**config.mk**
```make
export PLATFORM = sky130hd
export DESIGN_NAME = video_sync_vg
export DESIGN_NICKNAME = d
export VERILOG_FILES = /design/src/rtl/video_sync_vg.sv
export SDC_FILE = /design/constraint.sdc
export NUM_CORES = 1
export LEC_CHECK = 0
export CORE_MARGIN = 3
export CORE_UTILIZATION = 30
export CTS_CLUSTER_DIAMETER = 150
export DETAILED_ROUTE_END_ITERATION = 16
export GPL_ROUTABILITY_DRIVEN = 1
export MAX_ROUTING_LAYER = met4
export PLACE_DENSITY = 0.55
export SKIP_LAST_GASP = 1
export SYNTH_ARGS = -nofsm -noshare
export SYNTH_HDL_FRONTEND = slang
export SYNTH_SLANG_ARGS = --single-unit
```
**constraint.sdc**
```tcl
create_clock -name clk -period 1.9 [get_ports clk]
set_input_delay 0.38 -clock clk [delete_from_list [all_inputs] [get_ports clk]]
set_output_delay 0.38 -clock clk [all_outputs]
set_load 0.02 [all_outputs]
```
**src/rtl/video_sync_vg.sv**
```systemverilog
// Free-running raster timing generator: hsync, vsync, data-enable and active pixel coordinates.
// Optional macro SYNC_ACTIVE_LOW_EN makes hs_out/vs_out active-low.
module video_sync_vg #(
  parameter int unsigned X_BITS  = 11,
  parameter int unsigned Y_BITS  = 11,
  parameter int unsigned H_TOTAL = 1344,
  parameter int unsigned H_SYNC  = 32,
  parameter int unsigned H_BP    = 120,
  parameter int unsigned H_ACT   = 1024,
  parameter int unsigned H_FP    = 168,
  parameter int unsigned V_TOTAL = 635,
  parameter int unsigned V_SYNC  = 6,
  parameter int unsigned V_BP    = 14,
  parameter int unsigned V_ACT   = 600,
  parameter int unsigned V_FP    = 15
) (
  input  logic              clk,
  input  logic              rstn,
  output logic              hs_out,
  output logic              vs_out,
  output logic              de_out,
  output logic [X_BITS-1:0] x_act,
  output logic [Y_BITS-1:0] y_act
);

  localparam int unsigned CNT_RAW = ((X_BITS > Y_BITS) ? X_BITS : Y_BITS) + 1;
  localparam int unsigned CNT_W   = (CNT_RAW < 12) ? 12 : CNT_RAW;

  localparam logic [CNT_W-1:0] H_LAST     = CNT_W'(H_TOTAL - 1);
  localparam logic [CNT_W-1:0] V_LAST     = CNT_W'(V_TOTAL - 1);
  localparam logic [CNT_W-1:0] H_SYNC_END = CNT_W'(H_SYNC);
  localparam logic [CNT_W-1:0] V_SYNC_END = CNT_W'(V_SYNC);
  localparam logic [CNT_W-1:0] H_DE_BEG   = CNT_W'(H_SYNC + H_BP);
  localparam logic [CNT_W-1:0] H_DE_END   = CNT_W'(H_SYNC + H_BP + H_ACT);
  localparam logic [CNT_W-1:0] V_DE_BEG   = CNT_W'(V_SYNC + V_BP);
  localparam logic [CNT_W-1:0] V_DE_END   = CNT_W'(V_SYNC + V_BP + V_ACT);

  // Idle level of the sync outputs; XOR-ed onto the raw active-high decode.
`ifdef SYNC_ACTIVE_LOW_EN
  localparam logic SYNC_IDLE = 1'b1;
`else
  localparam logic SYNC_IDLE = 1'b0;
`endif

  logic [CNT_W-1:0]  h_cnt_q, h_cnt_d;
  logic [CNT_W-1:0]  v_cnt_q, v_cnt_d;
  logic              hs_q, hs_d;
  logic              vs_q, vs_d;
  logic              de_q, de_d;
  logic [X_BITS-1:0] x_q, x_d;
  logic [Y_BITS-1:0] y_q, y_d;
  logic              h_de, v_de;

  // Raster counters and region decode; outputs are the registered decode.
  always_comb begin
    h_cnt_d = h_cnt_q + CNT_W'(1);
    v_cnt_d = v_cnt_q;
    if (h_cnt_q == H_LAST) begin
      h_cnt_d = '0;
      v_cnt_d = (v_cnt_q == V_LAST) ? '0 : v_cnt_q + CNT_W'(1);
    end

    h_de = (h_cnt_q >= H_DE_BEG) && (h_cnt_q < H_DE_END);
    v_de = (v_cnt_q >= V_DE_BEG) && (v_cnt_q < V_DE_END);
    hs_d = (h_cnt_q < H_SYNC_END) ^ SYNC_IDLE;
    vs_d = (v_cnt_q < V_SYNC_END) ^ SYNC_IDLE;
    de_d = h_de && v_de;
    x_d  = '0;
    y_d  = '0;
    if (de_d) begin
      x_d = X_BITS'(h_cnt_q - H_DE_BEG);
      y_d = Y_BITS'(v_cnt_q - V_DE_BEG);
    end
  end

  always_ff @(posedge clk) begin
    if (!rstn) begin
      h_cnt_q <= '0;
      v_cnt_q <= '0;
      hs_q    <= SYNC_IDLE;
      vs_q    <= SYNC_IDLE;
      de_q    <= 1'b0;
      x_q     <= '0;
      y_q     <= '0;
    end else begin
      h_cnt_q <= h_cnt_d;
      v_cnt_q <= v_cnt_d;
      hs_q    <= hs_d;
      vs_q    <= vs_d;
      de_q    <= de_d;
      x_q     <= x_d;
      y_q     <= y_d;
    end
  end

  assign hs_out = hs_q;
  assign vs_out = vs_q;
  assign de_out = de_q;
  assign x_act  = x_q;
  assign y_act  = y_q;

endmodule

```
==> results of run 1 <==
-- per-stage QoR --
stage	setup TNS (ns)	cells	instance area (um2)	power [mW]	util, %
after floorplan	-0.5359	264	2317	1.099	-
after global placement	-1.094	412	2952	1.139	40.05
after detailed placement	-1.374	412	2952	1.139	40.05
after CTS	-1.117	424	3114	1.916	42.26
after global routing	-1.837	424	3149	1.969	42.73
final	-1.155	424	3149	1.885	42.73
-- cell families (layout without fill, tap and decap cells) --
group,after synthesis,after routing,share of synthesized area [%]
xor gates and xnor gates,19,19,7.193
and+or+nand+nor,112,113,26.88
adders and majority gates,10,10,5.408
buffers and inverters,30,90,5.733
other,1,1,0.1621
DFF,49,49,42.40
muxes,1,1,0.4867
AOI/OAI and AO/OA,42,42,11.74
-- sequential cells by signal, indices dropped and copies added, names as in the netlist --
name	cells
h_cnt_q	12
v_cnt_q	12
x_act	11
y_act	11
de_out	1
hs_out	1
vs_out	1
-- final timing paths --
kind	start	to	slack, ns
min	v_cnt_q[11]	v_cnt_q[11]	0.50
min reg2reg	v_cnt_q[11]	v_cnt_q[11]	0.50
max reg2reg	h_cnt_q[7]	v_cnt_q[8]	-0.17
max	h_cnt_q[7]	v_cnt_q[8]	-0.17
-- layer usage --
layer | global-route usage [%] | vias to the layer above | wire [um]
met1 | 18.60 | 941 | 2822
met2 | 20.70 | 32 | 2441
met4 | 4.693 | 0 | 90
met3 | 2.484 | 8 | 157
li1 | - | 1050 | -
met5 | - | - | 0
-- placed cells by master, fill, tap and decap left out, drive strengths merged, types with 4 or more instances in the layout --
| cell type | netlist | routed |
|---|---|---|
| dfxtp | 49 | 49 |
| buf | 8 | 46 |
| clkdlybuf4s50 | 0 | 26 |
| nand2 | 22 | 22 |
| nor3 | 20 | 20 |
| a21oi | 16 | 16 |
| nor2 | 15 | 15 |
| xnor2 | 12 | 12 |
| inv | 10 | 10 |
| nand3 | 10 | 10 |
| ha | 10 | 10 |
| o21ai | 9 | 9 |
| or3 | 8 | 8 |
| or4 | 7 | 8 |
| nor4b | 7 | 7 |
| nand4 | 7 | 7 |
| xor2 | 7 | 7 |
| clkbuf | 12 | 7 |
| and3 | 4 | 4 |
| o31ai | 4 | 4 |
-- final cells by class --
type,instances,area [um2],share of cell area [%]
timing repair buffer,72,641.9,20.38
inverter,10,37.54,1.192
clock inverter,1,30.03,0.9535
multi-input combinational,186,1242,39.45
clock buffer,7,86.33,2.741
sequential,49,987.2,31.35
tap,99,123.9,3.933
-- critical path, cell delays in order (launching register included) --
cell     delay [ns]
dfxtp_2        0.33
or4b_4         0.54
or4_4          0.47
or4_1          0.52
a21oi_1        0.15
-- power groups by stage --
| stage | clock [mW] | combinational (mW) | sequential (mW) |
|---|---|---|---|
| floorplan | 0 | 0.0296 | 1.07 |
| global placement | 0 | 0.0755 | 1.06 |
| detailed placement | 0 | 0.0756 | 1.06 |
| CTS | 0.800 | 0.0763 | 1.04 |
| global route | 0.843 | 0.0860 | 1.04 |
| finish | 0.767 | 0.0792 | 1.04 |
-- timing repair --
item                       CTS  global route
buffers inserted             3             0
setup endpoints to repair   11            33
gates cloned                 1             0
resized for setup            6            11
pin swaps                    3             1
==> results.py, run 1 <==
metrics = {
    "status": {
        "status": "complete, but fails checks",
        "violations": "negative setup slack",
    },
    "place": {
        "dp_hpwl_um": 3902,
        "portBuffers": 26,
        "dp_slack_ns": -0.1715,
        "gp_congestion": 0.8276,
    },
    "synth": {
        "yosysMostFrequentCell": "dfxtp_1",
        "yosys_register_bits": 49,
        "yosysTopAreaCell": "dfxtp_1",
        "synth_top_cells_by_area": "dfxtp_1, ha_1, xnor2_1, nor3_1, nand2_1",
        "ys_top_cells_by_count": "dfxtp_1, nand2_1, nor3_1",
        "synthCells": 264,
        "ys_warn_count": 0,
        "ys_seq_area_share_pct": 42.40,
        "synth-main-ff-cell": "dfxtp_1",
        "syn-num-nets": 276,
        "yosysTopAreaCellShare_pct": 42.40,
        "synth_cell_types": 43,
        "synth_edf_count": 0,
        "avgSynthCellArea_um2": 8.763,
        "synthArstFlopShare_pct": 0,
        "syn_area_um2": 2313,
    },
    "power": {
        "power_frac_seq_pct": 55.1,
        "switchingPower_mw": 0.3837,
        "power_density_nw_per_um2": 598.7,
        "p_int_mw": 1.502,
        "p_leak_nw": 1.190,
        "ir_drop_mv": 0.2636,
        "switching_share_pct": 20.35,
        "combinationalPowerShare_pct": 4.2,
        "clkPwrFrac_pct": 40.7,
    },
    "clocking": {
        "cts_tree": "yes",
        "clockBufferDepth": 2,
        "cts_root_buf": "clkbuf_8",
        "clk-insertion-delay-late_ns": 0.30,
        "htreeDepth": 2,
        "clkTransAtPathRegs_ns": 0.09,
        "cts_buffers": 5,
        "cts.sinks": 49,
        "hold_buffers": 0,
    },
    "global_routing": {
        "grt_pass1_vias": 1929,
        "grt.total_usage_pct": 13.76,
        "grt_start_max_net_pins": 23,
        "antenna_found_initial": 0,
        "grt_pass1_wl_um": 9418,
        "overflow": 0,
    },
    "route": {
        "routed_via_density": 4.790,
        "drtAntennaViolNets": 0,
        "dr.pass1.iters": 4,
        "wl_per_cell_um": 13.00,
        "vias": 2031,
        "wl_um": 5511,
        "drc_errors": 0,
        "drtIter0Drc": 95,
    },
    "floorplan": {
        "row_count": 31,
        "dieArea_um2": 8801,
        "start_util_pct": 31.39,
        "die_h_um": 93.82,
        "pin_count": 27,
        "core_um2": 7370,
        "die_w_um": 93.82,
    },
    "timing": {
        "final_hold_viol_count": 0,
        "skew_ns": 0.007419,
        "finalSetupViolCount": 11,
        "slew_violations": 0,
        "period_minus_slack_ns": 2.072,
        "hold_slack_ns": 0.4989,
        "layout_setup_ws_ns": -0.1720,
        "rsz0062_at_grt": "true",
        "fmax_mhz": 482.6,
        "post-route-period-util_pct": 109.1,
    },
    "critical_path": {
        "critPathKind": "reg -> reg",
        "crit_fanout": 5,
        "r2r_cells": 4,
        "critPathRequiredTime_ns": 2.14,
        "worst_setup_path_end_kind": "register",
        "arrival_ns": 2.31,
        "critical_path.startpoint_type": "register",
    },
    "cells_and_area": {
        "insertedDiodeCount": 0,
        "area.growth.synth_to_final_pct": 36.13,
        "drive_above_1_share_pct": 21.85,
        "fin_nets": 336,
        "num-fill-cells": 767,
    },
    "min_path": {
        "hp-class": "reg -> reg",
        "min_path_cells": 2,
    },
    "run": {
        "max-cap-violations": 0,
    },
}
Power figures use the tool's default switching activity.
==> run 2: changes to the inputs <==
--- a/config.mk
+++ b/config.mk
@@ -6,13 +6,14 @@
 export NUM_CORES = 1
 export LEC_CHECK = 0
 export CORE_MARGIN = 3
-export CORE_UTILIZATION = 30
+export CORE_UTILIZATION = 45
 export CTS_CLUSTER_DIAMETER = 150
 export DETAILED_ROUTE_END_ITERATION = 16
 export GPL_ROUTABILITY_DRIVEN = 1
 export MAX_ROUTING_LAYER = met4
-export PLACE_DENSITY = 0.55
+export PLACE_DENSITY = 0.74
 export SKIP_LAST_GASP = 1
+export SLEW_MARGIN = 10
 export SYNTH_ARGS = -nofsm -noshare
 export SYNTH_HDL_FRONTEND = slang
 export SYNTH_SLANG_ARGS = --single-unit
==> results.py, run 2 (synthesized netlist as in run 1, its figures left out) <==
metrics = {
    "min_path": {
        "min_from": "v_cnt_q[1]",
        "hp-class": "reg -> reg",
        "min_path_cells": 2,
        "whs_endpoint": "y_act[1]",
    },
    "cells_and_area": {
        "layout.cells.non_filler": 391,
        "layout.cells.most_common": "dfxtp_1",
        "fin_nets": 336,
        "final_cell_mix": "dfxtp_1, buf_4, clkdlybuf4s50_1",
        "drive_above_1_share_pct": 22.22,
        "insertedDiodeCount": 0,
        "final_area_um2": 3065,
        "area.growth.synth_to_final_pct": 32.50,
        "final_util_pct": 63.23,
        "largestRegisters": "h_cnt_q: 12 flops, v_cnt_q: 12 flops",
    },
    "critical_path": {
        "critPathKind": "reg -> reg",
        "r2r_start": "h_cnt_q[7]",
        "critical_path.startpoint_type": "register",
        "worst_setup_path_end_kind": "register",
        "startpoint": "h_cnt_q[7]",
        "crit_fanout": 6,
        "r2r_cells": 5,
        "critPathRequiredTime_ns": 2.14,
        "arrival_ns": 2.24,
        "regToRegSetupSlack_ns": -0.10,
        "worstReg2RegEnd": "v_cnt_q[11]",
    },
    "floorplan": {
        "core_um2": 4848,
        "die_w_um": 77.70,
        "row_count": 25,
        "pin_count": 27,
        "die_h_um": 77.70,
        "start_util_pct": 47.72,
        "dieArea_um2": 6037,
    },
    "route": {
        "dr.pass1.iters": 4,
        "routed_via_density": 5.450,
        "vias": 2131,
        "drtAntennaViolNets": 0,
        "wl_um": 5378,
        "drtIter0Drc": 159,
        "drc_errors": 0,
        "wl_per_cell_um": 13.75,
    },
    "global_routing": {
        "overflow": 0,
        "grt_pass1_vias": 1948,
        "grt.total_usage_pct": 18.16,
        "grt_start_max_net_pins": 23,
        "antenna_found_initial": 0,
        "grt_pass1_wl_um": 8859,
    },
    "power": {
        "p_total_mw": 1.719,
        "p_leak_nw": 1.173,
        "power_density_nw_per_um2": 560.6,
        "ir_drop_mv": 0.2293,
    },
    "timing": {
        "fmax_mhz": 499.7,
        "slew_violations": 0,
        "layout_setup_ws_ns": -0.1014,
        "rsz0062_at_grt": "true",
        "final_hold_viol_count": 0,
        "post-route-period-util_pct": 105.3,
        "period_minus_slack_ns": 2.001,
        "skew_ns": 0.01417,
        "finalSetupViolCount": 11,
    },
    "clocking": {
        "clk-insertion-delay-late_ns": 0.30,
        "cts_buffers": 5,
        "htreeDepth": 2,
        "clockBufferDepth": 2,
        "cts_root_buf": "clkbuf_8",
        "clkTransAtPathRegs_ns": 0.09,
        "cts.sinks": 49,
        "cts_tree": "yes",
    },
    "place": {
        "portBuffers": 26,
        "postPlaceCellArea_um2": 2907,
        "dpl.cell_count": 381,
        "gp_congestion": 0.8884,
        "dp_hpwl_um": 3913,
    },
    "status": {
        "status": "complete, but fails checks",
        "violations": "negative setup slack",
    },
    "run": {
        "max-cap-violations": 0,
    },
}
[run 2: critical path: stages, from the launching register on]
cell and delay (ns):
dfxtp_2 0.33, or4b_4 0.55, buf_6 0.14, or4_4 0.46
or3_4 0.35, a21oi_2 0.12
[run 2: cell type report]
class                   instances  area (um2)
flip-flops and latches         49       985.9
repair buffers                 72       621.8
well taps                      67       83.83
inverters                      10       37.54
fillers                       404        1783
multi-input cells             186        1250
clock buffers                   7       86.33
[run 2: worst max-delay path by stage]
| stage | endpoint | cells past startpoint |
|---|---|---|
| 3_5_place_dp | v_cnt_q[11] | 5 |
| 2_1_floorplan | v_cnt_q[10] | 5 |
| 4_1_cts | v_cnt_q[6] | 4 |
| 5_1_grt | v_cnt_q[6] | 4 |
| 6_report | v_cnt_q[11] | 5 |
| 3_3_place_gp | v_cnt_q[8] | 4 |
[run 2: what timing repair did]
action | 4_1_cts | 5_1_grt
buffers inserted | 0 | 2
endpoints found under the hold margin | 0 | 0
pin swaps | 7 | 2
gates resized for setup | 3 | 13
endpoints found under the setup margin | 11 | 33
hold buffers | 0 | 0
gates cloned | 1 | 0
[run 2: power by group]
| group | total, mW | internal (mW) | leakage (nW) | switching, mW |
|---|---|---|---|---|
| registers | 1.04 | 1.03 | 0.398 | 0.00507 |
| clock network | 0.605 | 0.289 | 0.0443 | 0.316 |
| logic | 0.0738 | 0.0348 | 0.730 | 0.0391 |
[run 2: layer usage]
metal  global-route usage, %  wire length (um)  vias up
met4                   5.160                36        0
met5                       -                 0        -
met2                   30.74              2676       66
met1                   22.51              2333     1011
met3                   2.552               331        4
li1                        -                 -     1050
[run 2: stage by stage]
step	hold slack, ns	setup slack [ns]	TNS (ns)
CTS	0.5234	-0.1545	-1.034
global placement	0.4725	-0.1258	-0.7240
finish	0.5311	-0.1014	-0.6698
global route	0.5569	-0.1650	-1.135
detailed placement	0.5112	-0.1735	-1.078
floorplan	0.4491	-0.1263	-0.5359
==> run 3: changes to the inputs <==
--- a/config.mk
+++ b/config.mk
@@ -11,7 +11,7 @@
 export DETAILED_ROUTE_END_ITERATION = 16
 export GPL_ROUTABILITY_DRIVEN = 1
 export MAX_ROUTING_LAYER = met4
-export PLACE_DENSITY = 0.74
+export PLACE_DENSITY_LB_ADDON = 0.25
 export SKIP_LAST_GASP = 1
 export SLEW_MARGIN = 10
 export SYNTH_ARGS = -nofsm -noshare
==> results.py, run 3 (synthesized netlist as in run 1, its figures left out) <==
metrics = {
    "timing": {
        "slew_violations": 0,
        "finalSetupViolCount": 11,
        "skew_ns": 0.003286,
        "final_hold_viol_count": 0,
        "post-route-period-util_pct": 110.2,
        "fmax_mhz": 477.5,
        "rsz0062_at_grt": "true",
        "period_minus_slack_ns": 2.094,
        "hold_slack_ns": 0.5170,
        "layout_setup_ws_ns": -0.1942,
    },
    "cells_and_area": {
        "final_cell_mix": "dfxtp_1, buf_4, clkdlybuf4s50_1",
        "fin_nets": 334,
        "insertedDiodeCount": 0,
        "num-fill-cells": 421,
        "layout.cells.non_filler": 390,
        "drive_above_1_share_pct": 22.60,
        "area.growth.synth_to_final_pct": 32.45,
        "layout.cells.most_common": "dfxtp_1",
        "final_util_pct": 63.20,
        "ff_latch_area_um2": 983.4,
        "largestRegisters": "h_cnt_q: 12 flops, v_cnt_q: 12 flops",
        "multi_input_area_um2": 1266,
    },
    "floorplan": {
        "die_w_um": 77.70,
        "start_util_pct": 47.72,
        "core_um2": 4848,
        "die_h_um": 77.70,
        "dieArea_um2": 6037,
        "row_count": 25,
        "pin_count": 27,
    },
    "clocking": {
        "cts_buffers": 5,
        "clkTransAtPathRegs_ns": 0.08,
        "htreeDepth": 2,
        "cts_root_buf": "clkbuf_8",
        "hold_buffers": 0,
        "cts.sinks": 49,
        "cts_tree": "yes",
        "clk-insertion-delay-late_ns": 0.30,
        "clockBufferDepth": 2,
    },
    "critical_path": {
        "slowest_stage": "or4_2",
        "critPathMaxStageDelay_ns": 0.65,
        "worst_setup_path_end_kind": "register",
        "crit_fanout": 6,
        "critPathRequiredTime_ns": 2.09,
        "r2r_cells": 4,
        "r2r_start": "h_cnt_q[7]",
        "worstReg2RegEnd": "v_cnt_q[8]",
        "critical_path.startpoint_type": "register",
        "crit_path_cell_trace": "or4b_4 > or4_2 > o31ai_1 > a21oi_2",
        "critPathKind": "reg -> reg",
        "regToRegSetupSlack_ns": -0.19,
        "arrival_ns": 2.28,
    },
    "route": {
        "drc_errors": 0,
        "wl_per_cell_um": 13.30,
        "dr.pass1.iters": 4,
        "wl_um": 5187,
        "vias": 2035,
        "drtIter0Drc": 140,
        "drtAntennaViolNets": 0,
        "routed_via_density": 5.218,
    },
    "global_routing": {
        "grt.total_usage_pct": 18.91,
        "grt_pass1_wl_um": 8935,
        "grt_start_max_net_pins": 23,
        "grt_pass1_vias": 1883,
        "overflow": 0,
        "antenna_found_initial": 0,
    },
    "run": {
        "max-cap-violations": 0,
    },
    "min_path": {
        "hp-class": "reg -> reg",
        "min_path_cells": 2,
        "whs_endpoint": "v_cnt_q[11]",
        "min_from": "v_cnt_q[11]",
    },
    "status": {
        "violations": "negative setup slack",
        "status": "complete, but fails checks",
    },
    "place": {
        "gp_congestion": 0.9095,
        "portBuffers": 26,
        "dp_hpwl_um": 3705,
        "dpl.cell_count": 380,
    },
    "power": {
        "p_leak_nw": 1.165,
        "p_total_mw": 1.697,
        "ir_drop_mv": 0.3050,
        "power_density_nw_per_um2": 553.9,
    },
}
## run 3: critical path, delay by kind of cell (launching register included)
kind | cells | cell delay [ns]
AO/OA/AOI/OAI | 2 | 0.48
AND/OR/NAND/NOR | 2 | 1.19
flip-flops | 1 | 0.32
## run 3: worst max path at each step
stage,start,end,slack [ns],depth (start not counted)
2_1_floorplan,h_cnt_q[8],v_cnt_q[10],-0.13,5
3_3_place_gp,h_cnt_q[7],v_cnt_q[8],-0.14,4
3_5_place_dp,h_cnt_q[7],v_cnt_q[10],-0.17,4
4_1_cts,h_cnt_q[7],v_cnt_q[10],-0.16,4
5_1_grt,h_cnt_q[7],v_cnt_q[8],-0.24,4
6_report,h_cnt_q[7],v_cnt_q[8],-0.19,4
## run 3: through the flow
| step | worst slack [ns] | setup TNS, ns | instance area [um2] |
|---|---|---|---|
| floorplan | -0.1263 | -0.5359 | 2317 |
| global placement | -0.1390 | -0.8844 | 2899 |
| detailed placement | -0.1712 | -1.177 | 2899 |
| CTS | -0.1591 | -1.059 | 3017 |
| global route | -0.2419 | -2.404 | 3064 |
| finish | -0.1942 | -1.245 | 3064 |
## run 3: layout make-up
class / count / share of cell area (%)
Clock buffer: 6 / 2.368
Clock inverter: 2 / 0.3267
Inverter: 10 / 1.225
Multi-Input combinational cell: 186 / 41.32
Sequential cell: 49 / 32.09
Tap cell: 67 / 2.736
Timing Repair Buffer: 70 / 19.93
## run 3: routing by layer
metal,routed length [um],vias up,global-route usage (%)
li1,-,1047,-
met1,2510,940,23.97
met2,2421,43,30.57
met3,183,5,2.784
met4,72,0,6.940
met5,0,-,-
## run 3: timing repair
item	in CTS	in global routing
pin swaps	1	0
buffers inserted	1	0
hold endpoints to repair	0	0
endpoints found under the setup margin	11	31
gates resized for setup	5	14
cloned	1	0
## run 3: power breakdown
part | internal (mW) | switching (mW)
Combinational | 0.0381 | 0.0416
Sequential | 1.03 | 0.00374
Clock | 0.255 | 0.324
Total | 1.33 | 0.369
